**config.mk**
```make
export PLATFORM = sky130hd
export DESIGN_NAME = passcode_entry_buffer
export DESIGN_NICKNAME = d
export VERILOG_FILES = /design/src/rtl/passcode_entry_buffer.sv
export SDC_FILE = /design/constraint.sdc
export NUM_CORES = 1
export LEC_CHECK = 0
export ABC_CLOCK_PERIOD_IN_PS = 2000
export CAP_MARGIN = 10
export CORE_MARGIN = 5
export CORE_UTILIZATION = 35
export CTS_BUF_LIST = sky130_fd_sc_hd__clkbuf_4 sky130_fd_sc_hd__clkbuf_8
export CTS_CLUSTER_SIZE = 16
export DETAILED_ROUTE_END_ITERATION = 10
export SYNTH_ARGS = -nofsm -noshare
export SYNTH_HDL_FRONTEND = slang
export SYNTH_SLANG_ARGS = --single-unit
```
**constraint.sdc**
```tcl
create_clock -name clk -period 2 [get_ports clk]
set_input_delay 0.4 -clock clk [delete_from_list [all_inputs] [get_ports clk]]
set_output_delay 0.4 -clock clk [all_outputs]
set_load 0.05 [all_outputs]
```
**src/rtl/passcode_entry_buffer.sv**
```systemverilog
// Purpose: keypad passcode buffer with backspace, compare-on-enter, fail lockout and code programming.
// Latency: every input pulse takes effect on the registered outputs one clk after it is sampled.
// Backpressure: none; pushes into a full buffer are dropped, inputs in LOCKED (except clear) ignored.
//
// Ports:
//   clk, reset           clock; synchronous active-low reset
//   digit, valid         keypad digit and its 1-cycle push strobe
//   backspace, clear     remove newest digit / empty the buffer (1-cycle pulses)
//   enter                submit buffer (compare in ENTRY, store code in PROG)
//   prog_req             program-mode request pulse ("program" itself is a reserved word)
//   digits               DEPTH slots of {valid, digit}, slot 0 (first entered) in the MSBs
//   count, full, empty   buffer occupancy
//   match, fail          1-cycle compare result pulses
//   prog_done            1-cycle pulse when the stored code is replaced
//   unlocked, locked     status levels
//   prog_mode            level, high while in PROG
module passcode_entry_buffer #(
  parameter int                         DEPTH        = 4,
  parameter int                         DIGIT_W      = 4,
  parameter logic [DEPTH*DIGIT_W-1:0]   DEFAULT_CODE = 16'h1234,
  parameter int                         MAX_FAILS    = 3,
  parameter int                         LOCK_CYCLES  = 16
) (
  input  logic                             clk,
  input  logic                             reset,
  input  logic [DIGIT_W-1:0]               digit,
  input  logic                             valid,
  input  logic                             backspace,
  input  logic                             clear,
  input  logic                             enter,
  input  logic                             prog_req,
  output logic [DEPTH*(DIGIT_W+1)-1:0]     digits,
  output logic [$clog2(DEPTH+1)-1:0]       count,
  output logic                             full,
  output logic                             empty,
  output logic                             match,
  output logic                             fail,
  output logic                             unlocked,
  output logic                             locked,
  output logic                             prog_mode,
  output logic                             prog_done
);

  localparam int SW = DIGIT_W + 1;
  localparam int CW = $clog2(DEPTH + 1);
  localparam int FW = $clog2(MAX_FAILS + 1);
  localparam int TW = $clog2(LOCK_CYCLES + 1);

  typedef enum logic [1:0] {ST_ENTRY, ST_PROG, ST_LOCKED} state_t;

  state_t                       state;
  logic [DEPTH*SW-1:0]          slots_q;
  logic [CW-1:0]                count_q;
  logic [DEPTH*DIGIT_W-1:0]     code_q;
  logic [DEPTH*DIGIT_W-1:0]     entry_field;
  logic [FW-1:0]                fail_cnt;
  logic [TW-1:0]                timer;

  // Digit field of the buffer with the valid bits stripped; slots beyond
  // count are zero, but comparisons only use this when the buffer is full.
  always_comb begin
    entry_field = '0;
    for (int i = 0; i < DEPTH; i++) begin
      entry_field[(DEPTH-1-i)*DIGIT_W +: DIGIT_W] = slots_q[(DEPTH-1-i)*SW +: DIGIT_W];
    end
  end

  assign digits    = slots_q;
  assign count     = count_q;
  assign full      = (count_q == CW'(DEPTH));
  assign empty     = (count_q == '0);
  assign locked    = (state == ST_LOCKED);
  assign prog_mode = (state == ST_PROG);

  always_ff @(posedge clk) begin
    if (!reset) begin
      state     <= ST_ENTRY;
      slots_q   <= '0;
      count_q   <= '0;
      code_q    <= DEFAULT_CODE;
      fail_cnt  <= '0;
      timer     <= '0;
      match     <= 1'b0;
      fail      <= 1'b0;
      prog_done <= 1'b0;
      unlocked  <= 1'b0;
    end else begin
      match     <= 1'b0;
      fail      <= 1'b0;
      prog_done <= 1'b0;

      // Lockout runs independently of the buffer inputs; timer==1 is the
      // last locked cycle so locked stays high exactly LOCK_CYCLES cycles.
      if (state == ST_LOCKED) begin
        timer <= timer - TW'(1);
        if (timer == TW'(1)) state <= ST_ENTRY;
      end

      if (clear) begin
        slots_q  <= '0;
        count_q  <= '0;
        unlocked <= 1'b0;
        if (state == ST_PROG) state <= ST_ENTRY;
      end else if (state != ST_LOCKED) begin
        if (enter) begin
          if (state == ST_ENTRY) begin
            slots_q <= '0;
            count_q <= '0;
            if (full && entry_field == code_q) begin
              match    <= 1'b1;
              unlocked <= 1'b1;
              fail_cnt <= '0;
            end else begin
              fail <= 1'b1;
              if (fail_cnt == FW'(MAX_FAILS - 1)) begin
                fail_cnt <= '0;
                timer    <= TW'(LOCK_CYCLES);
                state    <= ST_LOCKED;
              end else begin
                fail_cnt <= fail_cnt + FW'(1);
              end
            end
          end else if (full) begin
            // PROG: commit only a complete entry, otherwise keep typing.
            code_q    <= entry_field;
            prog_done <= 1'b1;
            slots_q   <= '0;
            count_q   <= '0;
            state     <= ST_ENTRY;
          end
        end else if (backspace) begin
          if (!empty) begin
            for (int i = 0; i < DEPTH; i++) begin
              if (CW'(i) == count_q - CW'(1)) slots_q[(DEPTH-1-i)*SW +: SW] <= '0;
            end
            count_q <= count_q - CW'(1);
          end
        end else if (valid) begin
          unlocked <= 1'b0;
          if (!full) begin
            for (int i = 0; i < DEPTH; i++) begin
              if (CW'(i) == count_q) slots_q[(DEPTH-1-i)*SW +: SW] <= {1'b1, digit};
            end
            count_q <= count_q + CW'(1);
          end
        end else if (prog_req && state == ST_ENTRY && unlocked) begin
          state    <= ST_PROG;
          slots_q  <= '0;
          count_q  <= '0;
          unlocked <= 1'b0;
        end
      end
    end
  end

endmodule

```
==> results.json <==
{
  "run_status": "finished clean",
  "fp.dieH_um": 95.7,
  "path_clk_slew_ns": 0.10,
  "final_util": 0.485,
  "syn_nets": 309,
  "grt_pass1_vias": 2117,
  "die-area_mm2": 0.00916,
  "first_pass_iters": 4,
  "async_flop_share": 0,
  "routed_via_density": 4.70,
  "numCtsBuffers": 5,
  "rr_startpoint": "count[0]",
  "rrSetupSlack_ns": 0.14,
  "ant_nets": 0,
  "hold_start": "digits[14]",
  "worstPathCellList": "clkdlybuf4s50_1",
  "cts_buffer_depth": 2,
  "ys_warn_count": 0,
  "final_cell_mix": "nand2_1 (64), dfxtp_1 (49), buf_4 (44)",
  "fin_skew_ns": 0.0121,
  "start_util": 0.356,
  "fillCellCount": 738,
  "hold_ws_ns": 0.467,
  "fin_nets": 382,
  "worst_setup_path_start_kind": "flop",
  "antenna_found_initial": 0,
  "max_freq_mhz": 514,
  "worst_ep_arrival_time_ns": 1.54,
  "syn_area_mm2": 0.00257,
  "routed_wl_um": 6320,
  "synth_seq_cells": 52,
  "cp_max_fo": 4,
  "period_share": 0.972,
  "crit_buf_inv": 1,
  "whs_endpoint": "digits[14]",
  "final_common_cell": "nand2_1",
  "grt_max_degree": 19,
  "drv_slew": 0,
  "grt_use_total": 0.145,
  "fin_crit_ns": 1.94,
  "setup_tns_ns": 0,
  "final_cell_count_no_fill": 463,
  "hold_path.class": "reg -> reg",
  "cts_max_level": 2,
  "ctsRootBufferMaster": "clkbuf_8",
  "synth_edf_count": 0,
  "power_density_mw_per_mm2": 592,
  "setup_viol": 0,
  "wl_per_cell_um": 13.7,
  "p_leak_nw": 1.47,
  "ys_types": 45,
  "seq_area_frac_synth": 0.405,
  "ff2ff_path_depth": 7,
  "crit_path_top_delay_cell": "clkdlybuf4s50_1",
  "whs_path_depth": 2,
  "timing.rr.end": "state[1]",
  "io_pins": 42,
  "syn2layout_area_growth_pct": 36.1,
  "slew_headroom": 0.658,
  "syn_area_per_cell_um2": 8.87,
  "crit_type": "reg -> out",
  "synth_cells": 290,
  "hold_viol_final": 0,
  "die_x_um": 95.7,
  "ir_drop_uv": 346,
  "cts.sinks": 52,
  "n_antenna_cell": 0,
  "synth_ff_type": "dfxtp_1",
  "cpLargestDelayFamily": "buffers and inverters",
  "cts_tree": "done",
  "row_count": 31,
  "vias": 2176,
  "insertion_delay_ns": 0.30,
  "dp_cells": 453,
  "drt_iter0_drc": 118,
  "overflow": 0,
  "core_mm2": 0.00721,
  "port_buffers": 41,
  "gp_congestion": 0.897,
  "drive_gt1_frac": 0.209,
  "grt_pass1_wl_um": 10400,
  "maxCapViolCount": 0,
  "hpwlAfterDp_um": 4760,
  "tightestPinTransition_ns": 0.511,
  "cp_slowest_stage_delay_ns": 0.83,
  "drc": 0,
  "cp_data_required_time_ns": 1.60,
  "endpoint_kind": "output pin"
}
==> cells by family (layout without fill, tap and decap cells) <==
logic type                 count (synthesis)  in the layout  synth area share
AOI/OAI and AO/OA                         44             45             0.111
DFF                                       52             52             0.405
muxes                                     22             22            0.0856
and+or+nand+nor                          119            119             0.241
adders and majority gates                  8              8            0.0389
xor gates and xnor gates                  21             21            0.0715
buffers and inverters                     24             97            0.0472
==> power breakdown <==
| group | switching (W) | internal, W |
|---|---|---|
| combinational | 0.000191 | 0.000198 |
| clock | 0.000346 | 0.000281 |
| sequential | 0.0000102 | 0.00104 |
| total | 0.000547 | 0.00152 |
==> through the flow <==
stage / setup WS [ns] / power (W) / cell area [um^2]
finish: 0.0551 / 0.00207 / 3500
global route: -0.0161 / 0.00217 / 3500
CTS: 0.000920 / 0.00208 / 3440
detailed placement: -0.226 / 0.00145 / 3340
global placement: -0.210 / 0.00145 / 3340
floorplan: 0.00521 / 0.00128 / 2580
==> worst register-to-register path, stage by stage, from the launching register on <==
cell	delay (ns)
dfxtp_4	0.35
inv_1	0.10
ha_1	0.21
and2_2	0.24
buf_4	0.14
and2_0	0.37
a21oi_4	0.14
o21a_1	0.20
==> per-layer routing <==
layer	global-route usage	share of wire
met5	0	0
met3	0.0321	0.036
met4	0.0320	0.0068
met1	0.205	0.50
met2	0.225	0.46
==> cells in the mapped netlist (2+ instances only) <==
library cell | count | area share
nand2_1 | 64 | 0.093
nand2b_1 | 4 | 0.0097
mux2i_1 | 22 | 0.086
a21oi_1 | 16 | 0.031
a2bb2oi_1 | 2 | 0.0068
or4_1 | 2 | 0.0058
o21ai_0 | 9 | 0.018
inv_1 | 9 | 0.013
nor2_1 | 8 | 0.012
nor3_4 | 4 | 0.025
nand4_1 | 3 | 0.0073
nor2b_1 | 6 | 0.015
buf_6 | 3 | 0.013
nor3_1 | 6 | 0.012
o21a_1 | 4 | 0.012
xor2_1 | 2 | 0.0068
clkbuf_1 | 7 | 0.010
a31oi_1 | 5 | 0.012
nor4_1 | 2 | 0.0049
nand3_1 | 8 | 0.016
dfxtp_1 | 52 | 0.40
buf_4 | 2 | 0.0058
xnor2_1 | 19 | 0.065
nand3b_1 | 2 | 0.0058
and2b_1 | 2 | 0.0058
ha_1 | 8 | 0.039
==> final cells by class <==
cell class / count / area [um^2] / share of cell area
Clock buffer: 6 / 82.6 / 0.0236
Inverter: 11 / 41.3 / 0.0118
Clock inverter: 2 / 15.0 / 0.00429
Multi-Input combinational cell: 215 / 1430 / 0.409
Tap cell: 99 / 124 / 0.0354
Sequential cell: 52 / 1050 / 0.299
Timing Repair Buffer: 78 / 759 / 0.217
==> worst max path at each step <==
stage          startpoint         end  slack (ns)  cells after the start
2_1_floorplan    count[1]    count[2]       0.005                      7
3_3_place_gp    backspace    count[1]       -0.21                      6
3_5_place_dp        enter    count[1]       -0.23                      6
4_1_cts         digits[6]   digits[6]      0.0009                      1
5_1_grt             enter    count[1]       -0.02                      6
6_report       digits[12]  digits[12]        0.06                      1
==> timing repair <==
item | CTS | global route
hold buffers | 0 | 0
resized for setup | 1 | 11
pin swaps | 0 | 0
endpoints found under the setup margin | 1 | 25
setup buffers | 0 | 1
cloned | 0 | 1
==> flip-flops by register name (all words and copies together) (netlist names) <==
name / flops
timer: 5
digits: 20
count: 3
fail_cnt: 2
code_q: 16
match: 1
state: 2
fail: 1
prog_done: 1
unlocked: 1
(Power assumes the default switching activity.)
